===== config.mk =====
export PLATFORM = sky130hd
export DESIGN_NAME = regfile_mp
export DESIGN_NICKNAME = d
export VERILOG_FILES = /design/src/rtl/regfile_pkg.sv /design/src/rtl/regfile_wr_arb.sv /design/src/rtl/regfile_mp.sv
export SDC_FILE = /design/constraint.sdc
export NUM_CORES = 1
export LEC_CHECK = 0
export CAP_MARGIN = 20
export CORE_MARGIN = 4
export CORE_UTILIZATION = 45
export DETAILED_ROUTE_END_ITERATION = 10
export PLACE_DENSITY = 0.66
export SLEW_MARGIN = 30
export SYNTH_ARGS = -nofsm -noshare
export SYNTH_HDL_FRONTEND = slang
export SYNTH_HIERARCHICAL = 1
export SYNTH_SLANG_ARGS = --single-unit

===== constraint.sdc =====
create_clock -name clock -period 8.01 [get_ports clock]
set_input_delay 2.403 -clock clock [delete_from_list [all_inputs] [get_ports clock]]
set_output_delay 2.403 -clock clock [all_outputs]
set_load 0.03 [all_outputs]

===== src/rtl/regfile_pkg.sv =====
// Shared constants and helpers for the multi-port register file.
// Imported by the write arbiter and by the top level.
package regfile_pkg;

  localparam int WORD_SIZE_DEF = 18;
  localparam int SP_INDEX_DEF  = 7;

  // Address width for n registers, never below one bit.
  function automatic int addr_w(input int n);
    int w;
    w = 1;
    while ((1 << w) < n) w++;
    return w;
  endfunction

endpackage


===== src/rtl/regfile_wr_arb.sv =====
// Per-register next value and write strobe from ports A, B and SP adjust.
// A beats B beats SP adjust; out-of-range addresses match no register.
module regfile_wr_arb
  import regfile_pkg::*;
#(
  parameter int WORD_SIZE = WORD_SIZE_DEF,
  parameter int REG_COUNT = 8,
  parameter int SP_INDEX  = SP_INDEX_DEF,
  parameter int ADDR_W    = addr_w(REG_COUNT)
) (
  input  logic [REG_COUNT-1:0][WORD_SIZE-1:0] regs_q_i,
  input  logic                                wa_en_i,
  input  logic [ADDR_W-1:0]                   wa_addr_i,
  input  logic [WORD_SIZE-1:0]                wa_data_i,
  input  logic                                wb_en_i,
  input  logic [ADDR_W-1:0]                   wb_addr_i,
  input  logic [WORD_SIZE-1:0]                wb_data_i,
  input  logic                                sp_adj_en_i,
  input  logic [WORD_SIZE-1:0]                sp_adj_i,
  output logic [REG_COUNT-1:0][WORD_SIZE-1:0] regs_d_o,
  output logic [REG_COUNT-1:0]                we_o
);

  always_comb begin
    regs_d_o = regs_q_i;
    we_o     = '0;
    for (int r = 0; r < REG_COUNT; r++) begin
      if (wa_en_i && wa_addr_i == ADDR_W'(r)) begin
        regs_d_o[r] = wa_data_i;
        we_o[r]     = 1'b1;
      end else if (wb_en_i && wb_addr_i == ADDR_W'(r)) begin
        regs_d_o[r] = wb_data_i;
        we_o[r]     = 1'b1;
      end else if (r == SP_INDEX && sp_adj_en_i) begin
        regs_d_o[r] = regs_q_i[r] + sp_adj_i;
        we_o[r]     = 1'b1;
      end
    end
  end

endmodule


===== src/rtl/regfile_mp.sv =====
// Multi-port register file: N reads, two prioritised writes, SP adjust,
// optional write-to-read bypass and a per-register busy scoreboard.
module regfile_mp
  import regfile_pkg::*;
#(
  parameter int WORD_SIZE  = WORD_SIZE_DEF,
  parameter int REG_COUNT  = 8,
  parameter int READ_PORTS = 3,
  parameter int BYPASS     = 1,
  parameter int SP_INDEX   = SP_INDEX_DEF,
  parameter logic [WORD_SIZE-1:0] SP_RESET = '0,
  localparam int ADDR_W    = addr_w(REG_COUNT)
) (
  input  logic                             clock,
  input  logic                             reset,
  input  logic [READ_PORTS*ADDR_W-1:0]     rd_addr,
  output logic [READ_PORTS*WORD_SIZE-1:0]  rd_data,
  output logic [READ_PORTS-1:0]            rd_busy,
  input  logic                             wa_en,
  input  logic [ADDR_W-1:0]                wa_addr,
  input  logic [WORD_SIZE-1:0]             wa_data,
  input  logic                             wb_en,
  input  logic [ADDR_W-1:0]                wb_addr,
  input  logic [WORD_SIZE-1:0]             wb_data,
  input  logic                             sp_adj_en,
  input  logic [WORD_SIZE-1:0]             sp_adj,
  input  logic                             sb_set_en,
  input  logic [ADDR_W-1:0]                sb_set_addr,
  output logic [WORD_SIZE-1:0]             sp_value
);

  logic [REG_COUNT-1:0][WORD_SIZE-1:0] regs_q, regs_d;
  logic [REG_COUNT-1:0]                we;
  logic [REG_COUNT-1:0]                busy_q, busy_d;

  regfile_wr_arb #(
    .WORD_SIZE (WORD_SIZE),
    .REG_COUNT (REG_COUNT),
    .SP_INDEX  (SP_INDEX),
    .ADDR_W    (ADDR_W)
  ) u_arb (
    .regs_q_i    (regs_q),
    .wa_en_i     (wa_en),
    .wa_addr_i   (wa_addr),
    .wa_data_i   (wa_data),
    .wb_en_i     (wb_en),
    .wb_addr_i   (wb_addr),
    .wb_data_i   (wb_data),
    .sp_adj_en_i (sp_adj_en),
    .sp_adj_i    (sp_adj),
    .regs_d_o    (regs_d),
    .we_o        (we)
  );

  // Set after clear: a new load to the same register stays outstanding.
  always_comb begin
    busy_d = busy_q;
    for (int r = 0; r < REG_COUNT; r++) begin
      if (wb_en && wb_addr == ADDR_W'(r))
        busy_d[r] = 1'b0;
      if (sb_set_en && sb_set_addr == ADDR_W'(r))
        busy_d[r] = 1'b1;
    end
  end

  always_ff @(posedge clock) begin
    if (reset) begin
      for (int r = 0; r < REG_COUNT; r++)
        regs_q[r] <= (r == SP_INDEX) ? SP_RESET : '0;
      busy_q <= '0;
    end else begin
      for (int r = 0; r < REG_COUNT; r++)
        if (we[r]) regs_q[r] <= regs_d[r];
      busy_q <= busy_d;
    end
  end

  assign sp_value = regs_q[SP_INDEX];

  for (genvar i = 0; i < READ_PORTS; i++) begin : g_rd
    logic [ADDR_W-1:0]    a, a_ok;
    logic                 ok, wb_hit;
    logic [WORD_SIZE-1:0] src;

    assign a      = rd_addr[i*ADDR_W +: ADDR_W];
    assign ok     = int'(a) < REG_COUNT;
    assign a_ok   = ok ? a : '0;
    assign wb_hit = (BYPASS != 0) && wb_en && wb_addr == a;
    assign src    = (BYPASS != 0) ? regs_d[a_ok] : regs_q[a_ok];

    assign rd_data[i*WORD_SIZE +: WORD_SIZE] = ok ? src : '0;
    assign rd_busy[i] = ok && busy_q[a_ok] && !wb_hit;
  end

endmodule

# == Word level (Yosys, flattened, before mapping) ==
# Index checks and enable logic that the tools add are counted.
# word_totals
register_bits,152
output_inout_bits,75
wordCells,150
# op_classes
addsub,1
eq_ne,24
magnitude_cmp,3
n_mux,62
reduce_logical,44
# op_table
operator,count
18-bit 2-to-1 mux,20
18-bit binary-select mux with 3-bit select,3
3-bit equality test (second input constant),12
1-bit 2-to-1 mux,36
1-bit logical AND,30
18-bit adder,1
3-bit by 2-bit equality test with 1-bit output (second input constant),6
2-bit nonzero test,8
3-bit by 4-bit less-than comparator with 1-bit output (second input constant),3
1-bit binary-select mux with 3-bit select,3
3-bit by 1-bit equality test with 1-bit output (second input constant),3
3-bit equality test,3
3-bit logical NOT,3
1-bit logical NOT,3

# == Depth between registers and ports, before layout ==
# Gate-level depths: netlist (run 1).
# logic_depth
word_depth,6
mapped_depth,10

# == By module ==
# The synthesis (run 1) kept the hierarchy.
# modules_own_cells
mod,cells_each,n_inst,seq_area_each_um2,area_per_inst_um2
regfile_mp,767,1,3042.9,9476.6
regfile_wr_arb,716,1,0.0,4385.5

# == Worst setup path after synthesis (run 1) ==
# OpenSTA, ideal clock, no wires.
# synth_path
path_kind,input -> output
start,input port sp_adj[0]
end,output port rd_data[14]
required_time_ps,5607
arrival_ps,4842
path_stages,10
n_path_buf,0
setup_slack_ps,765
path_cell_list,ha_1 -> fa_1 -> a21oi_2 -> o211ai_1 -> a2111oi_2 -> nor3_2 -> mux2_4 -> nor3_1 -> mux4_2 -> mux2_2
# synth_rtl
item,line_no,source
start: declaration,regfile_mp.sv:26,"input logic [WORD_SIZE-1:0] sp_adj,"
end: declaration,regfile_mp.sv:17,"output logic [READ_PORTS*WORD_SIZE-1:0] rd_data,"

==> flow_metrics.tcl, run 1 <==
set metrics [dict create \
    status "complete, no violations" \
    maxCapViolCount 0 \
    synth_nets 1579 \
    cts_buffers 17 \
    tritoncts "done" \
    worstMarginPinSlew_ps 904 \
    skew_ps 11.3 \
    die_area_mm2 0.0337 \
    timing.critical_path.slowest_stage_cell "mux4_1" \
    io_buffer_count 152 \
    yosys_warnings 6 \
    synth_flop_cell "dfxtp_1" \
    yosysTopAreaCellShare_pct 22.0 \
    setup_violations 0 \
    num_vias 12400 \
    clock.fmax_mhz 127 \
    holdWs_ps 495 \
    rr_startpoint "sp_value[0]" \
    syn_to_final_growth_pct 16.4 \
    rsz0062_at_grt "no" \
    grt_pass1_vias 11700 \
    drt_pass1_iterations 5 \
    ant_nets 0 \
    insertion_delay_ps 440 \
    syn_inst 1483 \
    gr-total-overflow 0 \
    yosysMostFrequentCell "mux2i_1" \
    core-area_mm2 0.0300 \
    drt_iter0_drc 1058 \
    synthArstFlopShare_pct 0 \
    cp.arrival_ps 5470 \
    endpoint_kind "output pin" \
    period_needed_ps 7870 \
    hold_start "regs_q[6]" \
    die_h_um 184 \
    syn_area_per_cell_um2 9.35 \
    p_seq_share_pct 32.7 \
    rows 63 \
    wirelength_um 47700 \
    die_w_um 184 \
    fin_area_mm2 0.0161 \
    setup_tns_ps 0 \
    synth_area_leaders "dfxtp_1 (22%), mux2i_1 (21%), mux4_1 (18%), nor2_1 (6.0%), mux2_2 (4.4%)" \
    gp_congestion 0.910 \
    power_frac_clock_pct 35.5 \
    peakVddDrop_v 0.000106 \
    grt_max_degree 86 \
    fin_nets 1628 \
    slew_headroom_pct 39.5 \
    grt_pass1_wl_um 70700 \
    fin_crit_sh_pct 98.2 \
    hold_violations 0 \
    postPlaceCellArea_mm2 0.0154 \
    ioPinCount 153 \
    slowest_delay_ps 500 \
    critical_path_class "in2out" \
    clkTransAtPathRegs_ps 60 \
    hold_path_class "reg2reg" \
    wl_per_cell_um 24.6 \
    power.leakage_nw 6.67 \
    startpoint "sp_adj[1]" \
    hpwl_um 32300 \
    grtUsageTotal_pct 27.3 \
    ys_seq_area_share_pct 22.0 \
    root_buffer "clkbuf_16" \
    synth_edf_count 0 \
    slew_violations 0 \
    synthTopCellsByCount "mux2i_1 (285), nor2_1 (220), dfxtp_1 (152)" \
    synth_area_mm2 0.0139 \
    ys_types 63 \
    switchingPower_mw 0.817 \
    combPwrFrac_pct 31.8 \
    clk_path_buf_depth 2 \
    postCtsSetupBuffers 0 \
    p_per_area_mw_per_mm2 150 \
    yosys.area.top_type "dfxtp_1" \
    p_int_mw 1.61 \
    drc 0 \
    avgViaCountPerCell 6.40 \
    antenna_found_initial 1 \
    finalPower_mw 2.42 \
    cts_htree_levels 4 \
    worstPathCellList "clkdlybuf4s50_1 -> fa_2 -> a21oi_4 -> o21ai_0 -> a211o_1 -> a31oi_1 -> xor2_1 -> a21oi_2 -> mux4_1 -> mux2_2 -> buf_4" \
    swShare_pct 33.7 \
    initial_utilization_pct 46.2 \
    layout-drive-gt1-share_pct 16.3 \
    required_ps 5610 \
    clock_sinks 152 \
    ys_ff_latch 152 \
    critPathLaunchType "primary input" \
    critPathMaxFanout 4 \
]
==> routing by layer <==
layer | wire length, um | GRT usage [%] | part of all wire [%]
met1 | 19100 | 35.6 | 40
met2 | 22700 | 46.2 | 48
met3 | 4440 | 4.71 | 9.3
met4 | 1460 | 8.64 | 3.1
met5 | 0 | 0 | 0
==> metrics by stage <==
stage,setup slack [ps],cells,util [%]
finish,141,1936,53.7
global route,7.07,1936,53.7
global placement,-56.7,1903,51.3
detailed placement,-144,1903,51.3
CTS,0.103,1934,53.5
floorplan,765,1483,-
==> flip-flops by register name (all words and copies together), names as in the netlist <==
signal / cells
busy_q: 8
regs_q: 126
sp_value: 18
==> what timing repair did <==
action	4_1_cts	5_1_grt
hold buffers	0	0
pin swaps	8	8
resized for setup	20	8
endpoints found under the setup margin	15	24
==> layout by cell type, fill, tap and decap left out, drive strengths merged, types with 25 or more instances in the layout <==
cell type,synthesis,routed
dfxtp,152,152
mux4,108,108
nand2,107,107
mux2i,285,285
mux2,55,55
a21oi,99,99
o21ai,96,96
buf,86,120
nor2,220,220
nor3,25,25
clkdlybuf4s50,0,90
==> logic make-up after synthesis <==
family	synth area share [%]
AO/OA/AOI/OAI	9.41
flip-flops	22.0
multiplexers	45.2
buffers and inverters	6.91
adder cells (fa/ha/maj)	1.68
XOR/XNOR	1.33
AND/OR/NAND/NOR	13.5
==> worst max-delay path, delay by kind of cell <==
| family | cells | cell delay, ps |
|---|---|---|
| compound gates | 5 | 1020 |
| xor+xnor | 1 | 220 |
| fa+ha+maj | 1 | 420 |
| buf+inv | 2 | 620 |
| mux | 2 | 780 |
==> cell type report <==
cell class | instances | area [um^2]
diodes | 1 | 2.50
clock buffers | 19 | 443
clock inverters | 13 | 171
fillers | 2654 | 13900
inverters | 2 | 7.51
multi-input cells | 1148 | 9970
flip-flops and latches | 152 | 3040
well taps | 390 | 488
repair buffers | 211 | 2010
==> power groups by stage <==
| stage | Combinational [mW] | Sequential [mW] | Clock, mW |
|---|---|---|---|
| final | 0.771 | 0.792 | 0.859 |
| after CTS | 0.757 | 0.792 | 0.870 |
| after global routing | 0.813 | 0.794 | 0.898 |
| after floorplan | 0.507 | 0.802 | 0 |
| after detailed placement | 0.747 | 0.809 | 0 |
| after global placement | 0.737 | 0.809 | 0 |
==> worst paths after layout <==
path,end,slack (ps),cells past startpoint
max,rd_data[8],140,11
min,regs_q[6],490,2
max reg2reg,sp_value[14],5260,10
min reg2reg,regs_q[6],490,2
Note: power is estimated with default switching activity, not from simulation.
==> run 2, diff against run 1 <==
--- a/config.mk
+++ b/config.mk
@@ -5,7 +5,9 @@
 export SDC_FILE = /design/constraint.sdc
 export NUM_CORES = 1
 export LEC_CHECK = 0
+export ABC_CLOCK_PERIOD_IN_PS = 8010
 export CAP_MARGIN = 20
+export CORE_ASPECT_RATIO = 1.5
 export CORE_MARGIN = 4
 export CORE_UTILIZATION = 45
 export DETAILED_ROUTE_END_ITERATION = 10
==> flow_metrics.tcl, run 2 (synthesis gave the netlist of run 1 again) <==
set metrics [dict create \
    status "complete, no violations" \
    layout-drive-gt1-share_pct 16.8 \
    cp.arrival_ps 5560 \
    grt_pass1_vias 11700 \
    grt_pass1_wl_um 70300 \
    cts_hold_buf 0 \
    maxCapViolCount 0 \
    avgViaCountPerCell 6.34 \
    fin_area_mm2 0.0162 \
    insertion_delay_ps 450 \
    clk_path_buf_depth 2 \
    syn_to_final_growth_pct 16.5 \
    clkTransAtPathRegs_ps 60 \
    slew_headroom_pct 41.2 \
    worstPathCellList "clkdlybuf4s50_1 -> ha_1 -> and3_1 -> a41o_1 -> a211oi_1 -> xor2_1 -> a41oi_2 -> mux4_1 -> mux2_2 -> buf_4" \
    hpwl_um 33500 \
    peakVddDrop_v 0.000169 \
    cts_htree_levels 4 \
    die_w_um 151 \
    fin_nets 1645 \
    timing.critical_path.slowest_stage_cell "mux4_1" \
    endpoint_kind "output pin" \
    rr_startpoint "sp_value[0]" \
    ant_nets 0 \
    hold_violations 0 \
    die_area_mm2 0.0337 \
    num_vias 12400 \
    setup_tns_ps 0 \
    critical_path_class "in2out" \
    clock_sinks 152 \
    gp_congestion 0.929 \
    required_ps 5610 \
    r2r-end "sp_value[16]" \
    drt_iter0_drc 1116 \
    gr-total-overflow 0 \
    grt_max_degree 93 \
    top_register "regs_q" \
    drt_pass1_iterations 5 \
    wl_per_cell_um 23.9 \
    largest_register_ffs 126 \
    die_h_um 223 \
    fin_crit_sh_pct 99.4 \
    drc 0 \
    skew_ps 3.22 \
    initial_utilization_pct 45.7 \
    antenna_found_initial 1 \
    cts_buffers 17 \
    ff2ff_setup_slack_ps 5140 \
    wirelength_um 46900 \
    core-area_mm2 0.0304 \
    clock.fmax_mhz 126 \
    critPathLaunchType "primary input" \
    postPlaceCellArea_mm2 0.0154 \
    period_needed_ps 7960 \
    ioPinCount 153 \
    power.leakage_nw 6.74 \
    rsz0062_at_grt "yes" \
    slew_violations 0 \
    p_per_area_mw_per_mm2 149 \
    rows 78 \
    setup_violations 0 \
    root_buffer "clkbuf_16" \
    fillers 2761 \
    worstMarginPinSlew_ps 882 \
    tritoncts "done" \
    rr_worst_depth 10 \
    critPathMaxFanout 6 \
    grtUsageTotal_pct 27.2 \
    crit_end "rd_data[51]" \
    layout_common_cells "mux2i_1 (285), nor2_1 (220), dfxtp_1 (152)" \
    hold_path_class "reg2reg" \
    io_buffer_count 152 \
    mostFrequentLayoutCell "mux2i_1" \
    startpoint "sp_adj[9]" \
    slowest_delay_ps 580 \
]
[run 2: timing repair]
| action | 4_1_cts | 5_1_grt |
|---|---|---|
| setup endpoints to repair | 18 | 24 |
| buffers inserted | 1 | 1 |
| gates resized for setup | 18 | 12 |
| pin swaps | 6 | 6 |
[run 2: per-layer routing]
metal  vias to the layer above  routed length [um]  GRT usage, %
li1                       5618                   -             -
met1                      6089               18900          35.2
met2                       630               22600          44.7
met4                         0                1830          12.0
met3                       106                3500          4.13
met5                         -                   0             0
[run 2: final cells by class]
type                       count  area, um^2  share of cell area [%]
multi-input combinational   1148       10000                    62.0
sequential                   152        3040                    18.8
timing repair buffer         228        2000                    12.4
tap                          400         500                    3.10
clock buffer                  22         464                    2.87
clock inverter                 9         124                   0.767
inverter                       2        7.51                  0.0465
antenna                        1        2.50                  0.0155
[run 2: how the worst min path moves through the flow]
| stage | slack [ps] | startpoint | end | cells after the start |
|---|---|---|---|---|
| 2_1_floorplan | 460 | regs_q[0] | regs_q[0] | 2 |
| 3_3_place_gp | 470 | regs_q[61] | regs_q[61] | 2 |
| 3_5_place_dp | 480 | regs_q[3] | regs_q[3] | 2 |
| 4_1_cts | 500 | regs_q[9] | regs_q[9] | 2 |
| 5_1_grt | 520 | regs_q[124] | regs_q[124] | 2 |
| 6_report | 490 | regs_q[1] | regs_q[1] | 2 |
[run 2: worst max-delay path, delay by kind of cell]
family,cells,cell delay [ps]
xor gates and xnor gates,1,250
AOI/OAI and AO/OA,3,760
buffers and inverters,2,580
muxes,2,890
and+or+nand+nor,1,280
adders and majority gates,1,390
[run 2: metrics by stage]
stage          utilization (%)  std cells  hold slack [ps]  power (mW)  worst slack (ps)
6_report                  53.2       1962              494        2.41              50.0
5_1_grt                   53.2       1962              522        2.49             -14.8
4_1_cts                   52.9       1960              496        2.40              4.90
3_5_place_dp              50.8       1929              480        1.56              -249
3_3_place_gp              50.8       1929              472        1.55              -195
2_1_floorplan                -       1483              460        1.31               765
[run 2: power by group]
group          total (mW)  internal, mW  switching [mW]  leakage [nW]
clock               0.846         0.502           0.344         0.293
combinational       0.775         0.333           0.443          5.21
sequential          0.793         0.774          0.0189          1.23
==> run 3, diff against run 2 <==
--- a/config.mk
+++ b/config.mk
@@ -7,9 +7,9 @@
 export LEC_CHECK = 0
 export ABC_CLOCK_PERIOD_IN_PS = 8010
 export CAP_MARGIN = 20
-export CORE_ASPECT_RATIO = 1.5
-export CORE_MARGIN = 4
+export CORE_MARGIN = 1.5
 export CORE_UTILIZATION = 45
+export CTS_CLUSTER_SIZE = 8
 export DETAILED_ROUTE_END_ITERATION = 10
 export PLACE_DENSITY = 0.66
 export SLEW_MARGIN = 30
==> flow_metrics.tcl, run 3 (synthesis gave the netlist of run 1 again) <==
set metrics [dict create \
    cts_buffers 17 \
    drt_pass1_iterations 6 \
    cp_top_family "buffers and inverters" \
    cts_htree_levels 4 \
    worstPathCellList "clkdlybuf4s50_1 -> ha_2 -> a21oi_4 -> and2_4 -> a211oi_1 -> or3_4 -> buf_4 -> a21oi_1 -> and3b_2 -> mux4_1 -> mux2_2 -> buf_4" \
    mostFrequentLayoutCell "mux2i_1" \
    slew_violations 0 \
    power.leakage_nw 6.72 \
    p_per_area_mw_per_mm2 154 \
    top_register "regs_q" \
    grtUsageTotal_pct 29.6 \
    slowest_delay_ps 500 \
    io_buffer_count 152 \
    skew_ps 7.86 \
    endpoint_kind "output pin" \
    hold_violations 0 \
    peakVddDrop_v 0.000154 \
    worstMarginPinSlew_ps 893 \
    clock_sinks 152 \
    hpwl_um 32200 \
    avgViaCountPerCell 6.36 \
    cp.arrival_ps 5510 \
    cts_hold_buf 0 \
    wirelength_um 47200 \
    antenna_cells 0 \
    drc 0 \
    initial_utilization_pct 45.6 \
    rows 64 \
    num_vias 12400 \
    cp_common_cell "buf_4" \
    place_ws_ps -124 \
    root_buffer "clkbuf_16" \
    critical_path_class "in2out" \
    gr-total-overflow 0 \
    insertion_delay_ps 440 \
    grt_pass1_wl_um 70000 \
    antenna_found_initial 0 \
    die_w_um 179 \
    core-area_mm2 0.0304 \
    timing.critical_path.slowest_stage_cell "mux4_1" \
    grt_pass1_vias 11800 \
    setup_slack_ps 100 \
    largest_register_ffs 126 \
    slew_headroom_pct 40.4 \
    fin_crit_sh_pct 98.8 \
    setup_violations 0 \
    gp_congestion 0.846 \
    drt_iter0_drc 1187 \
    ant_nets 0 \
    grt_max_degree 98 \
    clock.fmax_mhz 126 \
    required_ps 5610 \
    path_buf_inv 3 \
    finalPower_mw 2.50 \
    critPathLaunchType "primary input" \
    period_needed_ps 7910 \
    layout-drive-gt1-share_pct 16.9 \
    fin_nets 1636 \
    critPathMaxFanout 5 \
    hold_path_class "reg2reg" \
    status "complete, no violations" \
    tritoncts "done" \
    clk_path_buf_depth 2 \
    ioPinCount 153 \
    maxCapViolCount 0 \
    wl_per_cell_um 24.2 \
    die_area_mm2 0.0319 \
    layout_common_cells "mux2i_1 (285), nor2_1 (220), dfxtp_1 (152)" \
    syn_to_final_growth_pct 17.2 \
    holdWs_ps 495 \
    die_h_um 179 \
    clkTransAtPathRegs_ps 60 \
]
==> run 3: changes by cell type in the layout (fill, tap and decap cells not counted), sizes merged, moves of 3 or more <==
cell and change:
dlygate4sd2 -4, clkinv -3, buf -6, inv +3
clkbuf -3
==> run 3: repair_timing <==
item / 4_1_cts / 5_1_grt
pin swaps: 5 / 11
buffers inserted: 2 / 0
endpoints found under the setup margin: 15 / 27
gates resized for setup: 9 / 25
==> run 3: stage by stage <==
| stage | cell area (um^2) | instances | setup TNS, ps | utilization, % |
|---|---|---|---|---|
| finish | 16200 | 1949 | 0 | 53.4 |
| global route | 16200 | 1949 | -39.1 | 53.4 |
| CTS | 16200 | 1949 | 0 | 53.1 |
| detailed placement | 15500 | 1916 | -1360 | 50.8 |
| global placement | 15500 | 1916 | -1090 | 50.8 |
| floorplan | 13900 | 1483 | 0 | - |
==> run 3: report_power, final <==
part           switching (mW)  internal (mW)
combinational           0.446          0.337
sequential             0.0179          0.774
clock                   0.363          0.558
total                   0.827           1.67
==> run 3: final cells by class <==
cell class / count / area [um^2]
timing repair buffer: 219 / 2050
inverter: 2 / 7.51
fill: 2766 / 14200
clock inverter: 13 / 218
tap: 396 / 495
clock buffer: 19 / 433
multi-input combinational: 1148 / 9990
sequential: 152 / 3040
==> run 3: routing by layer <==
layer / vias up / global-route usage [%] / wire, um
li1: 5587 / - / -
met4: 0 / 10.7 / 1600
met5: - / 0 / 0
met3: 121 / 4.84 / 4110
met1: 6011 / 37.6 / 19000
met2: 686 / 50.4 / 22500
==> run 3: final timing paths <==
path                                   from           end  slack [ps]  cells past startpoint
worst min-delay path             regs_q[77]    regs_q[77]         490                      2
worst max register to register  sp_value[0]  sp_value[16]        5210                     12
worst max-delay path              sp_adj[4]   rd_data[11]         100                     12
worst min register to register   regs_q[77]    regs_q[77]         490                      2
==> run 3: tightest hold or removal path, cell delays in order (launching register included) <==
cell	delay, ps
dfxtp_1	320
mux2i_1	60
nor2_1	70
